[src/rtl/logger_line_arbiter.sv]
// logger_line_arbiter: round-robin, line-atomic arbiter for a shared byte-wide logger FIFO write port
module logger_line_arbiter #(
  parameter int N_REQ      = 2,
  parameter int LINE_BYTES = 57,
  parameter int CNT_W      = 16
) (
  input  logic               clk,
  input  logic               rst_n,
  input  logic [N_REQ-1:0]   s_valid,
  input  logic [8*N_REQ-1:0] s_data,
  input  logic [N_REQ-1:0]   s_last,
  output logic [N_REQ-1:0]   s_ready,
  output logic               fifo_wr_en,
  output logic [7:0]         fifo_din,
  input  logic               fifo_full,
  input  logic               fifo_prog_full,
  input  logic               fifo_wr_rst_busy,
  output logic               busy,
  output logic [CNT_W-1:0]   line_cnt,
  output logic [CNT_W-1:0]   trunc_cnt
);
  localparam int IW = N_REQ > 1 ? $clog2(N_REQ) : 1;
  localparam int BW = $clog2(LINE_BYTES + 1);
  typedef enum logic [1:0] {IDLE, STREAM, TRUNC, DRAIN} state_t;
  state_t           state_q, state_d;
  logic [IW-1:0]    grant_q, grant_d, rr_ptr_q, rr_ptr_d, pick, grant_nxt;
  logic [BW-1:0]    byte_cnt_q, byte_cnt_d;
  logic [CNT_W-1:0] line_cnt_q, line_cnt_d, trunc_cnt_q, trunc_cnt_d;
  logic             wr_ok, g_valid, g_last, cut, done;
  assign wr_ok     = !fifo_full && !fifo_wr_rst_busy;
  assign g_valid   = s_valid[grant_q];
  assign g_last    = s_last[grant_q];
  assign cut       = state_q == STREAM && byte_cnt_q == BW'(LINE_BYTES - 1) && g_valid && !g_last;
  assign grant_nxt = IW'((int'(grant_q) + 1) % N_REQ);
  assign done      = (state_q == STREAM && fifo_wr_en && g_last) || (state_q == DRAIN && g_valid && g_last);
  assign busy      = state_q != IDLE;
  assign line_cnt  = line_cnt_q;
  assign trunc_cnt = trunc_cnt_q;
  always_comb begin
    pick = rr_ptr_q;
    for (int i = N_REQ - 1; i >= 0; i--)
      if (s_valid[(int'(rr_ptr_q) + i) % N_REQ]) pick = IW'((int'(rr_ptr_q) + i) % N_REQ);
  end
  always_comb begin
    state_d     = state_q;
    grant_d     = grant_q;
    rr_ptr_d    = done ? grant_nxt : rr_ptr_q;
    byte_cnt_d  = byte_cnt_q + BW'(state_q == STREAM && fifo_wr_en);
    line_cnt_d  = line_cnt_q + CNT_W'(done && line_cnt_q != '1);
    trunc_cnt_d = trunc_cnt_q + CNT_W'(state_q == TRUNC && wr_ok && trunc_cnt_q != '1);
    case (state_q)
      IDLE: if (|s_valid && !fifo_prog_full && !fifo_wr_rst_busy) begin
        state_d    = STREAM;
        grant_d    = pick;
        byte_cnt_d = '0;
      end
      STREAM:  state_d = done ? IDLE : cut ? TRUNC : STREAM;
      TRUNC:   state_d = wr_ok ? DRAIN : TRUNC;
      default: state_d = done ? IDLE : DRAIN;
    endcase
  end
  always_comb begin
    s_ready          = '0;
    s_ready[grant_q] = state_q == DRAIN || (state_q == STREAM && wr_ok && !cut);
    fifo_wr_en       = state_q == TRUNC ? wr_ok : state_q == STREAM && g_valid && wr_ok && !cut;
    fifo_din         = state_q == TRUNC ? 8'h0A : state_q == STREAM ? s_data[{grant_q, 3'b000} +: 8] : 8'h00;
  end
  always_ff @(posedge clk or negedge rst_n)
    if (!rst_n) begin
      state_q     <= IDLE;
      grant_q     <= '0;
      rr_ptr_q    <= '0;
      byte_cnt_q  <= '0;
      line_cnt_q  <= '0;
      trunc_cnt_q <= '0;
    end else begin
      state_q     <= state_d;
      grant_q     <= grant_d;
      rr_ptr_q    <= rr_ptr_d;
      byte_cnt_q  <= byte_cnt_d;
      line_cnt_q  <= line_cnt_d;
      trunc_cnt_q <= trunc_cnt_d;
    end
endmodule
[config.mk]
export PLATFORM = sky130hd
export DESIGN_NAME = logger_line_arbiter
export DESIGN_NICKNAME = d
export VERILOG_FILES = /design/src/rtl/logger_line_arbiter.sv
export SDC_FILE = /design/constraint.sdc
export NUM_CORES = 1
export LEC_CHECK = 0
export ABC_AREA = 0
export CORE_ASPECT_RATIO = 0.5
export CORE_MARGIN = 2
export CORE_UTILIZATION = 40
export DETAILED_ROUTE_END_ITERATION = 6
export GPL_ROUTABILITY_DRIVEN = 1
export PLACE_DENSITY = 0.74
export SETUP_SLACK_MARGIN = 0.2
export SYNTH_ARGS = -nofsm -noshare
export SYNTH_HDL_FRONTEND = slang
export SYNTH_SLANG_ARGS = --single-unit
[constraint.sdc]
create_clock -name clk -period 3 [get_ports clk]
set_clock_uncertainty 0.1 [all_clocks]
set_input_delay 0.6 -clock clk [delete_from_list [all_inputs] [get_ports clk]]
set_output_delay 0.6 -clock clk [all_outputs]
set_load 0.02 [all_outputs]
# Word level (Yosys, flattened, before mapping)

Cells that the tools add are included.

Shifts and indexed selects: 1
Reductions and logical operators: 30
Eq/ne operators: 7
Bitwise gates (word level): 2
Magnitude comparators: 4
Add/subtract/negate cells: 5
Multiplexer cells: 24

Operators with widths:

| operator                                            | number |
|---|---|
| adder 16 x 1 -> 16 bit                              | 2 |
| inequality test 16 bit (second input constant)      | 2 |
| logical AND 1 bit                                   | 19 |
| two-way mux 8 bit                                   | 2 |
| indexed part select 16 x 5 -> 8 bit                 | 1 |
| two-way mux 1 bit                                   | 14 |
| two-way mux 6 bit                                   | 2 |
| two-way mux 2 bit                                   | 4 |
| adder 6 x 1 -> 6 bit                                | 1 |
| == test 6 bit (second input constant)               | 1 |
| case mux 2 bit (3 select lines)                     | 1 |
| zero test 1 bit                                     | 5 |
| == test 2 bit (second input constant)               | 2 |
| < comparator 1 x 2 -> 1 bit (second input constant) | 2 |
| < comparator 2 x 3 -> 1 bit (second input constant) | 1 |
| adder 1 bit (second input constant)                 | 2 |
| bitwise AND 2 bit                                   | 1 |
| == test 2 x 1 -> 1 bit (second input constant)      | 1 |
| zero test 2 bit                                     | 1 |
| logical OR 1 bit                                    | 2 |
| inequality test 2 bit (second input constant)       | 1 |
| AND reduction 2 bit                                 | 1 |
| nonzero test 2 bit                                  | 1 |
| OR reduction 2 bit                                  | 1 |
| other kinds (3)                                     | 3 |

Output and inout bits: 44
Register bits: 42
Bits of input ports: 25
Logic and storage cells: 79

# Depth between registers and ports, before layout

Depth after elaboration: 12
Depth in mapped cells: 9
Gate-level depth less buffers: 8

# Worst setup path before layout

Ideal clock, no wire load.

Path kind: register to output
From: register grant_q
To: output port s_ready[0]
Path buffers: 1
Arrival time: 1747 ps
Required time: 2300 ps
Stages on the path, launching flop included: 5
Setup slack: 553 ps
Cells stage by stage: dfrtp_1 -> clkbuf_1 -> mux2i_1 -> nor4_4 -> o41ai_1

Longest elaborated chain between the ends: 8
Elaborated cells between the ends (all ways): 16
Classes of those cells: order compare: 2; mux: 6; bitwise: 1; reduce/logical: 7

RTL lines:

| element                                              | RTL line | source |
|---|---|---|
| start: declaration                                   | 26       | `logic [IW-1:0] grant_q, grant_d, rr_ptr_q, rr_ptr_d, pick, grant_nxt;` |
| start signal: assignment                             | 78       | `grant_q <= grant_d;` |
| two-way mux 1 bit (on tied branches) (2 in series)   | 31, 32   |  |
| logical AND 1 bit or zero test 1 bit (tied branches) | 33       | `assign cut = state_q == STREAM && byte_cnt_q == BW'(LINE_BYTES - 1) && g_valid && !g_last;` |
| logical AND 1 bit                                    | 33       |  |
| zero test 1 bit                                      | 64       | `s_ready[grant_q] = state_q == DRAIN \|\| (state_q == STREAM && wr_ok && !cut);` |
| logical AND 1 bit                                    | 64       |  |
| logical OR 1 bit                                     | 64       |  |
| bitwise AND 2 bit (no line) *                        | --       |  |
| end: declaration                                     | 12       | `output logic [N_REQ-1:0] s_ready,` |

Mark *: on every way between the ends. The rest lies on a longest branch, timed or not. The select of a mux whose other input is x is not followed.

# Final worst setup path

From: input port s_valid[0]
To: output port s_ready[1]

Longest elaborated chain between the ends: 8

RTL lines:

| element                                               | RTL line | source |
|---|---|---|
| start: declaration                                    | 9        | `input logic [N_REQ-1:0] s_valid,` |
| two-way mux 1 bit (not written as such) (2 in series) | 31       | `assign g_valid = s_valid[grant_q];` |
| logical AND 1 bit (2 in series)                       | 33       |  |
| zero test 1 bit                                       | 64       |  |
| logical AND 1 bit                                     | 64       |  |
| logical OR 1 bit                                      | 64       |  |
| bitwise AND 2 bit (no line)                           | --       |  |

No other way between the ends. The select of a mux whose other input is x is not followed.

==> impl_metrics.tcl <==
set metrics [dict create \
    status "completed" \
    cts_hold_buf 0 \
    wl_um 5530 \
    swShare 0.350 \
    synthesis.area_um2 2180 \
    dieArea_um2 6080 \
    clockPowerShare 0.237 \
    cp_data_arrival_time_ns 2.05 \
    clk_pin_slew_worst_paths_ns 0.08 \
    final_core_util 0.636 \
    drt_iter0_drc 89 \
    fin_area_um2 3240 \
    cts_buffers 5 \
    cp.required_ns 2.30 \
    hold_path_class "in -> async" \
    cts_sinks 42 \
    grt_pass1_vias 1840 \
    crit_family "buffers and inverters" \
    insertion_delay_ns 0.29 \
    cts_root_buf "clkbuf_8" \
    path_max_fanout 3 \
    postCtsSetupBuffers 0 \
    fp.coreArea_um2 5090 \
    avgRoutedWirePerCell_um 15.0 \
    worstSetupPathType "in -> out" \
    pwr-share-comb 0.362 \
    start_kind "input pin" \
    synth_edf_count 0 \
    drtPass1Iterations 4 \
    gp_congestion 0.816 \
    cts_max_level 2 \
    grt_max_degree 43 \
    final.min_clock_period_ns 2.75 \
    fin_tns_setup_ns 0 \
    start_util 0.427 \
    syn_nets 244 \
    io_pins 69 \
    drive_gt1_frac 0.141 \
    syn_area_per_cell_um2 10.3 \
    p_sw_w 0.000674 \
    syn_inst 212 \
    slew_headroom 0.383 \
    cts_tree "built" \
    async_flop_share 1.00 \
    grt_usage 0.183 \
    clockBufferDepth 2 \
    fp-row-count 18 \
    via_per_inst 5.28 \
    num_antenna_cells 0 \
    pwr-share-seq 0.401 \
    slew_viol_final 0 \
    ys_warn_count 0 \
    dp_hpwl_um 4160 \
    end_kind "output pin" \
    period_share 0.916 \
    max_cap_violations 0 \
    nNetsFinal 330 \
    internal_power_w 0.00125 \
    critPathBufInv 2 \
    crit_chain "clkdlybuf4s50_1, mux2i_2, nor4_4, o41ai_1, dlygate4sd2_1" \
    ys_seq_elements 42 \
    dpl_cell_area_um2 3040 \
    die_w_um 108 \
    rsz0062_at_grt "true" \
    synth_ff_type "dfrtp_1" \
    area_delta_synth_final_pct 48.8 \
    worst_path_max_delay_cell "clkdlybuf4s50_1" \
    tightest_slew_ns 0.925 \
    powerDensity_nw_per_um2 596 \
    port_buffers 68 \
    place_ws_ns -0.121 \
    yosysSeqAreaShare 0.483 \
    max_freq_mhz 364 \
    setup_viol 0 \
    r2r_setup_slack_ns 0.39 \
    hold_viol 0 \
    grt_pass1_wl_um 8940 \
    peakVddDrop_mv 0.226 \
    grt_antenna_before_repair 0 \
    cp_slowest_stage_delay_ns 0.44 \
    synth_cell_type_count 38 \
    power_leakage_nw 1.48 \
    die_h_um 56.2 \
    antenna_left 0 \
    route.detailed.drc 0 \
    setup_slack_ns 0.253 \
    vias 1942 \
    grt_overflow 0 \
]
-- flip-flops by register name, summed over array words and instances (netlist names) --
register	count
rr_ptr_q	1
trunc_cnt	16
grant_q	1
state_q	2
line_cnt	16
byte_cnt_q	6
-- cell families (layout without fill, tap and decap cells) --
| group | after synthesis | in the layout | synth area share |
|---|---|---|---|
| and+or+nand+nor | 90 | 90 | 0.223 |
| DFF | 42 | 42 | 0.483 |
| xor gates and xnor gates | 31 | 31 | 0.125 |
| AOI/OAI and AO/OA | 18 | 18 | 0.0581 |
| buffers and inverters | 14 | 100 | 0.0247 |
| muxes | 10 | 10 | 0.0466 |
| adders and majority gates | 7 | 7 | 0.0403 |
-- metrics by stage --
| stage | instances | power (W) | hold slack [ns] |
|---|---|---|---|
| finish | 368 | 0.00193 | 0.334 |
| global route | 368 | 0.00203 | 0.416 |
| CTS | 368 | 0.00194 | 0.379 |
| detailed placement | 361 | 0.00147 | 0.389 |
| global placement | 361 | 0.00146 | 0.380 |
| floorplan | 212 | 0.00111 | 0.204 |
-- path summary, 6_finish.rpt --
kind / from / end / depth (start not counted)
setup / recovery: s_valid[0] / s_ready[1] / 5
hold / removal: rst_n / trunc_cnt[5] / 1
setup reg to reg: grant_q / line_cnt[15] / 8
hold reg to reg: line_cnt[14] / line_cnt[14] / 1
max in group asynchronous: rst_n / line_cnt[2] / 1
min in group clk: line_cnt[14] / line_cnt[14] / 1
-- cells in the mapped netlist, drive strengths merged, types with 2 or more instances --
master,n,share of area
o41ai,3,0.012
ha,7,0.040
nand3,18,0.041
inv,9,0.016
nor2,17,0.029
nand4,9,0.026
mux2i,9,0.041
or2,3,0.0086
nor2b,2,0.0057
dfrtp,42,0.48
a21oi,2,0.0046
xnor2,9,0.036
xor2,22,0.089
o21ai,5,0.011
clkbuf,4,0.0069
nand2,11,0.019
nor3,11,0.025
nor4,12,0.041
-- worst reg2reg max path: cells and delay by family (launching register included) --
family	cells	cell delay, ns
flip-flops	1	0.51
buffers and inverters	1	0.25
AND/OR/NAND/NOR	3	0.77
AO/OA/AOI/OAI	2	0.49
adder cells (fa/ha/maj)	1	0.23
XOR/XNOR	1	0.17
-- timing repair --
action | 4_1_cts | 5_1_grt
endpoints found under the hold margin | 0 | 0
pin swaps | 0 | 6
endpoints found under the setup margin | 5 | 17
gates resized for setup | 9 | 15
cloned | 0 | 0
-- routing by layer --
layer | global-route usage | wire, um | vias to the layer above
met5 | 0 | 0 | -
met4 | 0.0458 | 60 | 0
met2 | 0.281 | 2710 | 35
met1 | 0.263 | 2590 | 968
li1 | - | - | 930
met3 | 0.0398 | 165 | 9
-- area by class of cell --
class                      instances  area, um2
clock buffer                       6       82.6
clock inverter                     1       30.0
fill                             427       1850
inverter                           9       33.8
multi-input combinational        156       1150
sequential                        42       1050
tap                               70       87.6
timing repair buffer              84        798
-- cell usage in the layout (no fill, tap or decap), drive strengths merged, types with 5 or more instances in the layout --
master,count
xnor2,9
buf,17
inv,9
nand2,11
o21ai,5
xor2,22
nand3,18
nand4,9
clkdlybuf4s50,62
mux2i,9
nor3,11
dfrtp,42
clkbuf,6
ha,7
nor2,17
nor4,12
-- power by group through the flow --
stage	sequential (W)	clock, W	combinational (W)
after floorplan	0.000767	0	0.000340
after global placement	0.000770	0	0.000686
after detailed placement	0.000778	0	0.000696
after CTS	0.000767	0.000468	0.000704
after global routing	0.000789	0.000494	0.000748
final	0.000774	0.000457	0.000698
Note: power is estimated with default switching activity, not from simulation.
